## src/rtl/serialize_controller.sv

```systemverilog
// Valid/ready parallel-to-serial sequencer: loads a word, shifts it out MSB-first with frame flags.
// Optional feature: define PARITY_EN to append one parity bit per frame (sense chosen by ODD_PARITY).
module serialize_controller #(
  parameter int unsigned WIDTH      = 4,
  parameter int unsigned GAP_CYCLES = 0,
  parameter int unsigned ODD_PARITY = 0
) (
  input  logic             clock,
  input  logic             reset,
  input  logic             in_valid,
  output logic             in_ready,
  input  logic [WIDTH-1:0] in_data,
  output logic             load_shift,
  output logic             serial_out,
  output logic             serial_valid,
  input  logic             serial_ready,
  output logic             frame_start,
  output logic             frame_end,
  output logic             busy
);

  localparam int unsigned      CNT_W    = $clog2(WIDTH + 1);
  localparam logic [CNT_W-1:0] LAST_BIT = CNT_W'(WIDTH - 1);
  localparam logic [7:0]       GAP_LAST = (GAP_CYCLES > 0) ? 8'(GAP_CYCLES - 1) : 8'd0;

  if (WIDTH < 2 || GAP_CYCLES > 255 || ODD_PARITY > 1) begin : g_param_check
    $error("serialize_controller: illegal parameter set");
  end

  typedef enum logic [1:0] {
    IDLE   = 2'd0,
    SHIFT  = 2'd1,
`ifdef PARITY_EN
    PARITY = 2'd2,
`endif
    GAP    = 2'd3
  } state_e;

  state_e             state_q, state_d;
  logic [WIDTH-1:0]   shreg_q, shreg_d;
  logic [CNT_W-1:0]   bit_cnt_q, bit_cnt_d;
  logic [7:0]         gap_cnt_q, gap_cnt_d;
`ifdef PARITY_EN
  logic               parity_q, parity_d;
`endif

  logic accept;
  logic last_data_bit;
  logic frame_done;

  assign last_data_bit = (state_q == SHIFT) && (bit_cnt_q == LAST_BIT);

  always_comb begin
    serial_valid = 1'b0;
    serial_out   = 1'b0;
    frame_end    = 1'b0;
    case (state_q)
      SHIFT: begin
        serial_valid = 1'b1;
        serial_out   = shreg_q[WIDTH-1];
`ifndef PARITY_EN
        frame_end    = last_data_bit;
`endif
      end
`ifdef PARITY_EN
      PARITY: begin
        serial_valid = 1'b1;
        serial_out   = parity_q;
        frame_end    = 1'b1;
      end
`endif
      default: ;
    endcase
  end

  assign frame_start = (state_q == SHIFT) && (bit_cnt_q == '0);
  assign busy        = (state_q != IDLE);
  assign frame_done  = frame_end && serial_ready;

  // With no gap, a word may load on the very cycle the frame's last bit is taken.
  assign in_ready   = !reset && ((state_q == IDLE) || ((GAP_CYCLES == 0) && frame_done));
  assign accept     = in_valid && in_ready;
  assign load_shift = accept;

  always_comb begin
    state_d   = state_q;
    shreg_d   = shreg_q;
    bit_cnt_d = bit_cnt_q;
    gap_cnt_d = gap_cnt_q;
`ifdef PARITY_EN
    parity_d  = parity_q;
`endif

    if ((state_q == SHIFT) && serial_ready) begin
      shreg_d   = {shreg_q[WIDTH-2:0], 1'b0};
      bit_cnt_d = bit_cnt_q + CNT_W'(1);
    end

`ifdef PARITY_EN
    if (last_data_bit && serial_ready) begin
      state_d = PARITY;
    end
`endif

    if (frame_done) begin
      if (GAP_CYCLES != 0) begin
        state_d   = GAP;
        gap_cnt_d = '0;
      end else begin
        state_d = IDLE;
      end
    end

    if (state_q == GAP) begin
      if (gap_cnt_q == GAP_LAST) begin
        state_d   = IDLE;
        gap_cnt_d = '0;
      end else begin
        gap_cnt_d = gap_cnt_q + 8'd1;
      end
    end

    // Accept wins over the end-of-frame transition so back-to-back frames have no bubble.
    if (accept) begin
      state_d   = SHIFT;
      shreg_d   = in_data;
      bit_cnt_d = '0;
`ifdef PARITY_EN
      parity_d  = (^in_data) ^ (ODD_PARITY != 0);
`endif
    end
  end

  always_ff @(posedge clock) begin
    if (reset) begin
      state_q   <= IDLE;
      shreg_q   <= '0;
      bit_cnt_q <= '0;
      gap_cnt_q <= '0;
`ifdef PARITY_EN
      parity_q  <= 1'b0;
`endif
    end else begin
      state_q   <= state_d;
      shreg_q   <= shreg_d;
      bit_cnt_q <= bit_cnt_d;
      gap_cnt_q <= gap_cnt_d;
`ifdef PARITY_EN
      parity_q  <= parity_d;
`endif
    end
  end

endmodule
```

## config.mk

```make
export PLATFORM = sky130hd
export DESIGN_NAME = serialize_controller
export DESIGN_NICKNAME = d
export VERILOG_FILES = /design/src/rtl/serialize_controller.sv
export SDC_FILE = /design/constraint.sdc
export NUM_CORES = 1
export LEC_CHECK = 0
export CAP_MARGIN = 5
export CORE_ASPECT_RATIO = 0.5
export CORE_MARGIN = 4
export CORE_UTILIZATION = 34
export DETAILED_ROUTE_END_ITERATION = 16
export PLACE_DENSITY = 0.57
export SYNTH_ARGS = -nofsm -noshare
export SYNTH_HDL_FRONTEND = slang
export SYNTH_SLANG_ARGS = --single-unit
export TNS_END_PERCENT = 30
```

## constraint.sdc

```tcl
create_clock -name clock -period 1.8 [get_ports clock]
set_input_delay 0.36 -clock clock [delete_from_list [all_inputs] [get_ports clock]]
set_output_delay 0.36 -clock clock [all_outputs]
set_load 0.1 [all_outputs]
```

==> results.toml <==
[detailed_routing]
post_drt_via_cell_ratio = 5.069
vias = 877
ant_nets_after_route = 0
drt_pass1_iterations = 4
initialDrtViolationCount = 30
wl_mm = 2.113
drt-wirelength-per-cell_um = 12.21
route.detailed.drc = 0

[status]
failed_checks = "setup timing"
result_of_the_run = "finished with violations"

[timing]
final.period_utilization_pct = 106.0
fmax_ghz = 0.5239
finalWorstSetupSlack_ns = -0.1089
finalHoldViolCount = 0
grt_setup_unrepaired = "yes"
report.final.slew_viol_count = 0
period_needed_ns = 1.909
setup-violations-final = 1
worstMarginPinSlew_ns = 0.3440
timing.slew.headroom_pct = 77.07
fin_tns_setup_ns = -0.1089
skew_ns = 0.01005

[die]
dieArea_mm2 = 0.003711
rows = 13
die-height_um = 45.13
dieWidth_um = 82.25
pin_count = 15
core_area_mm2 = 0.002619
initial_utilization_pct = 35.79

[placed_design]
numPlacedInstances = 167
gp_congestion = 0.7113
post-dp-hpwl_mm = 1.620
port_buffers = 14

[global_route]
global_route.overflow_total = 0
groute.layer.met1.usage_pct = 17.25
grt_util_met2_pct = 20.86
grt_start_max_net_pins = 13
grt-busiest-layer = "met2"
groute.usage.overall_pct = 13.18
first_global_vias = 824
antenna_found_initial = 0
use_met3_pct = 4.781
first_pass_grt_wire_length_mm = 3.698

[clocking]
cts_tree = "built"
path_clk_slew_ns = 0.06
buffers_from_clock_root_to_sink_at_most = 2
worst_skew_pair.late_latency_ns = 0.25
num_cts_buffers = 3
root_buffer_master = "sky130_fd_sc_hd__clkbuf_8"
clock_sinks = 17
cts_max_level = 1

[logic_synthesis]
avgSynthCellArea_um2 = 8.677
yosysSeqAreaShare_pct = 36.32
synth.top_cell.area_share_pct = 36.32
synthesis.nets = 121
synthDominantAreaCellType = "sky130_fd_sc_hd__dfxtp_1"
post-synth-top-count-cell = "sky130_fd_sc_hd__dfxtp_1"
synth.lib_cells_used.distinct = 38
ys.warnings.count = 0
netlist_area_um2 = 937.1
synth_edf_count = 0
ys_top_cells_by_area = "sky130_fd_sc_hd__dfxtp_1, sky130_fd_sc_hd__ha_1, sky130_fd_sc_hd__a21oi_1"
ys_top_cells_by_count = "sky130_fd_sc_hd__dfxtp_1, sky130_fd_sc_hd__nand2_1, sky130_fd_sc_hd__inv_1, sky130_fd_sc_hd__a21oi_1"
asyncSetResetFlopFracSynth_pct = 0
postSynth.topFlopCell = "sky130_fd_sc_hd__dfxtp_1"
postSynthRegisterBits = 17
syn-instance-count = 108

[min_path]
hold_class = "flip-flop to flip-flop"

[finish]
nNetsFinal = 150
share_of_final_layout_standard_cells_stronger_than_drive_strength_1_pct = 32.35
filler_cell_count = 248
antenna_cells_inserted = 0
area.growth.synth_to_final_pct = 49.13
instances_no_fill = 173

[job]
drv_cap = 0

[worst_setup_path]
critPathCaptureType = "primary output"
worst-setup-path-type = "flip-flop to primary output"
data_arrival_time_of_the_critical_path_ns = 1.55
critPathRequiredTime_ns = 1.44
critical_path.max_fanout = 2
worst_setup_path_start_kind = "flip-flop"

[pwr]
seq_power_share_pct = 40.4
clockPowerShare_pct = 29.3
power.switching_fraction_pct = 31.62
total_switching_power_w = 0.0003110
vdd_drop_max_mv = 0.2943
power.share.combinational_pct = 30.3
internal_cell_power_w = 0.0006726
power_density_mw_per_mm2 = 703.7
p_leak_nw = 0.5059
==> cells by family after synthesis <==
kind of cell	after synthesis	share of synthesized area, %
AND/OR/NAND/NOR	40	25.77
adder cells (fa/ha/maj)	5	6.676
AO/OA/AOI/OAI	29	22.16
buffers and inverters	14	6.142
multiplexers	1	1.068
flip-flops	17	36.32
XOR/XNOR	2	1.870
==> layout make-up <==
| type | count | area [um2] | share of cell area, % |
|---|---|---|---|
| sequential | 17 | 344.1 | 24.62 |
| timing repair buffer | 28 | 316.6 | 22.65 |
| inverter | 10 | 41.29 | 2.954 |
| multi-input combinational | 77 | 604.3 | 43.24 |
| tap | 37 | 46.29 | 3.312 |
| clock buffer | 4 | 45.04 | 3.223 |
==> state kept, by name (all words and copies together), names as in the netlist <==
name	count
shreg_q	4
bit_cnt_q	3
gap_cnt_q	8
state_q	2
==> critical path, stage by stage (launching register included) <==
cell and delay, ns:
sky130_fd_sc_hd__dfxtp_2 0.35, sky130_fd_sc_hd__ha_4 0.14, sky130_fd_sc_hd__ha_4 0.14, sky130_fd_sc_hd__a21boi_4 0.05, sky130_fd_sc_hd__or3_4 0.34, sky130_fd_sc_hd__clkinvlp_4 0.11
sky130_fd_sc_hd__buf_12 0.17
==> cells in the final DEF, fill, tap and decap left out, types with 4 or more instances in the layout <==
cell	count
sky130_fd_sc_hd__a21oi_1	8
sky130_fd_sc_hd__buf_12	7
sky130_fd_sc_hd__buf_4	13
sky130_fd_sc_hd__clkdlybuf4s50_1	5
sky130_fd_sc_hd__dfxtp_1	14
sky130_fd_sc_hd__inv_1	9
sky130_fd_sc_hd__nand2_1	12
sky130_fd_sc_hd__nand3_1	4
sky130_fd_sc_hd__o21ai_0	5
sky130_fd_sc_hd__o31ai_1	4
sky130_fd_sc_hd__or3_1	4
==> power groups by stage <==
stage	sequential (W)	combinational, W	clock, W
floorplan	0.000406	0.000184	0
global placement	0.000404	0.000293	0
detailed placement	0.000404	0.000295	0
CTS	0.000397	0.000299	0.000298
global route	0.000398	0.000315	0.000316
finish	0.000398	0.000298	0.000288
==> repair_timing <==
| action | in CTS | in global routing |
|---|---|---|
| setup buffers | 2 | 0 |
| gates resized for setup | 5 | 2 |
| setup endpoints to repair | 2 | 2 |
| pin swaps | 3 | 0 |
| hold buffers | 0 | 0 |
==> worst paths after layout <==
| path | end | slack (ns) | start | cells past startpoint |
|---|---|---|---|---|
| setup reg to reg | gap_cnt_q[2]$_SDFFE_PP0N_ | 0.11 | gap_cnt_q[0]$_SDFFE_PP0N_ | 5 |
| hold reg to reg | shreg_q[3]$_SDFFE_PP0P_ | 0.47 | shreg_q[3]$_SDFFE_PP0P_ | 2 |
| hold / removal | shreg_q[3]$_SDFFE_PP0P_ | 0.47 | shreg_q[3]$_SDFFE_PP0P_ | 2 |
| setup / recovery | load_shift | -0.11 | bit_cnt_q[0]$_SDFFE_PP0P_ | 6 |
==> per-stage QoR <==
step | hold slack (ns) | total power (W) | util [%] | instance area (um2) | setup WS, ns
after floorplan | 0.4454 | 0.0005896 | - | 1002 | -0.1215
after global placement | 0.4650 | 0.0006970 | 50.50 | 1323 | -0.2181
after detailed placement | 0.4640 | 0.0006982 | 50.50 | 1323 | -0.2201
after CTS | 0.4736 | 0.0009940 | 53.18 | 1393 | -0.1305
after global routing | 0.4961 | 0.001029 | 53.37 | 1398 | -0.1670
final | 0.4748 | 0.0009835 | 53.37 | 1398 | -0.1089
==> routing by layer <==
layer | part of all wire (%) | vias to the layer above
li1 | - | 446
met1 | 50 | 418
met2 | 46 | 11
met3 | 3.4 | 2
met4 | 0.90 | 0
met5 | 0 | -
(Power assumes the default switching activity.)
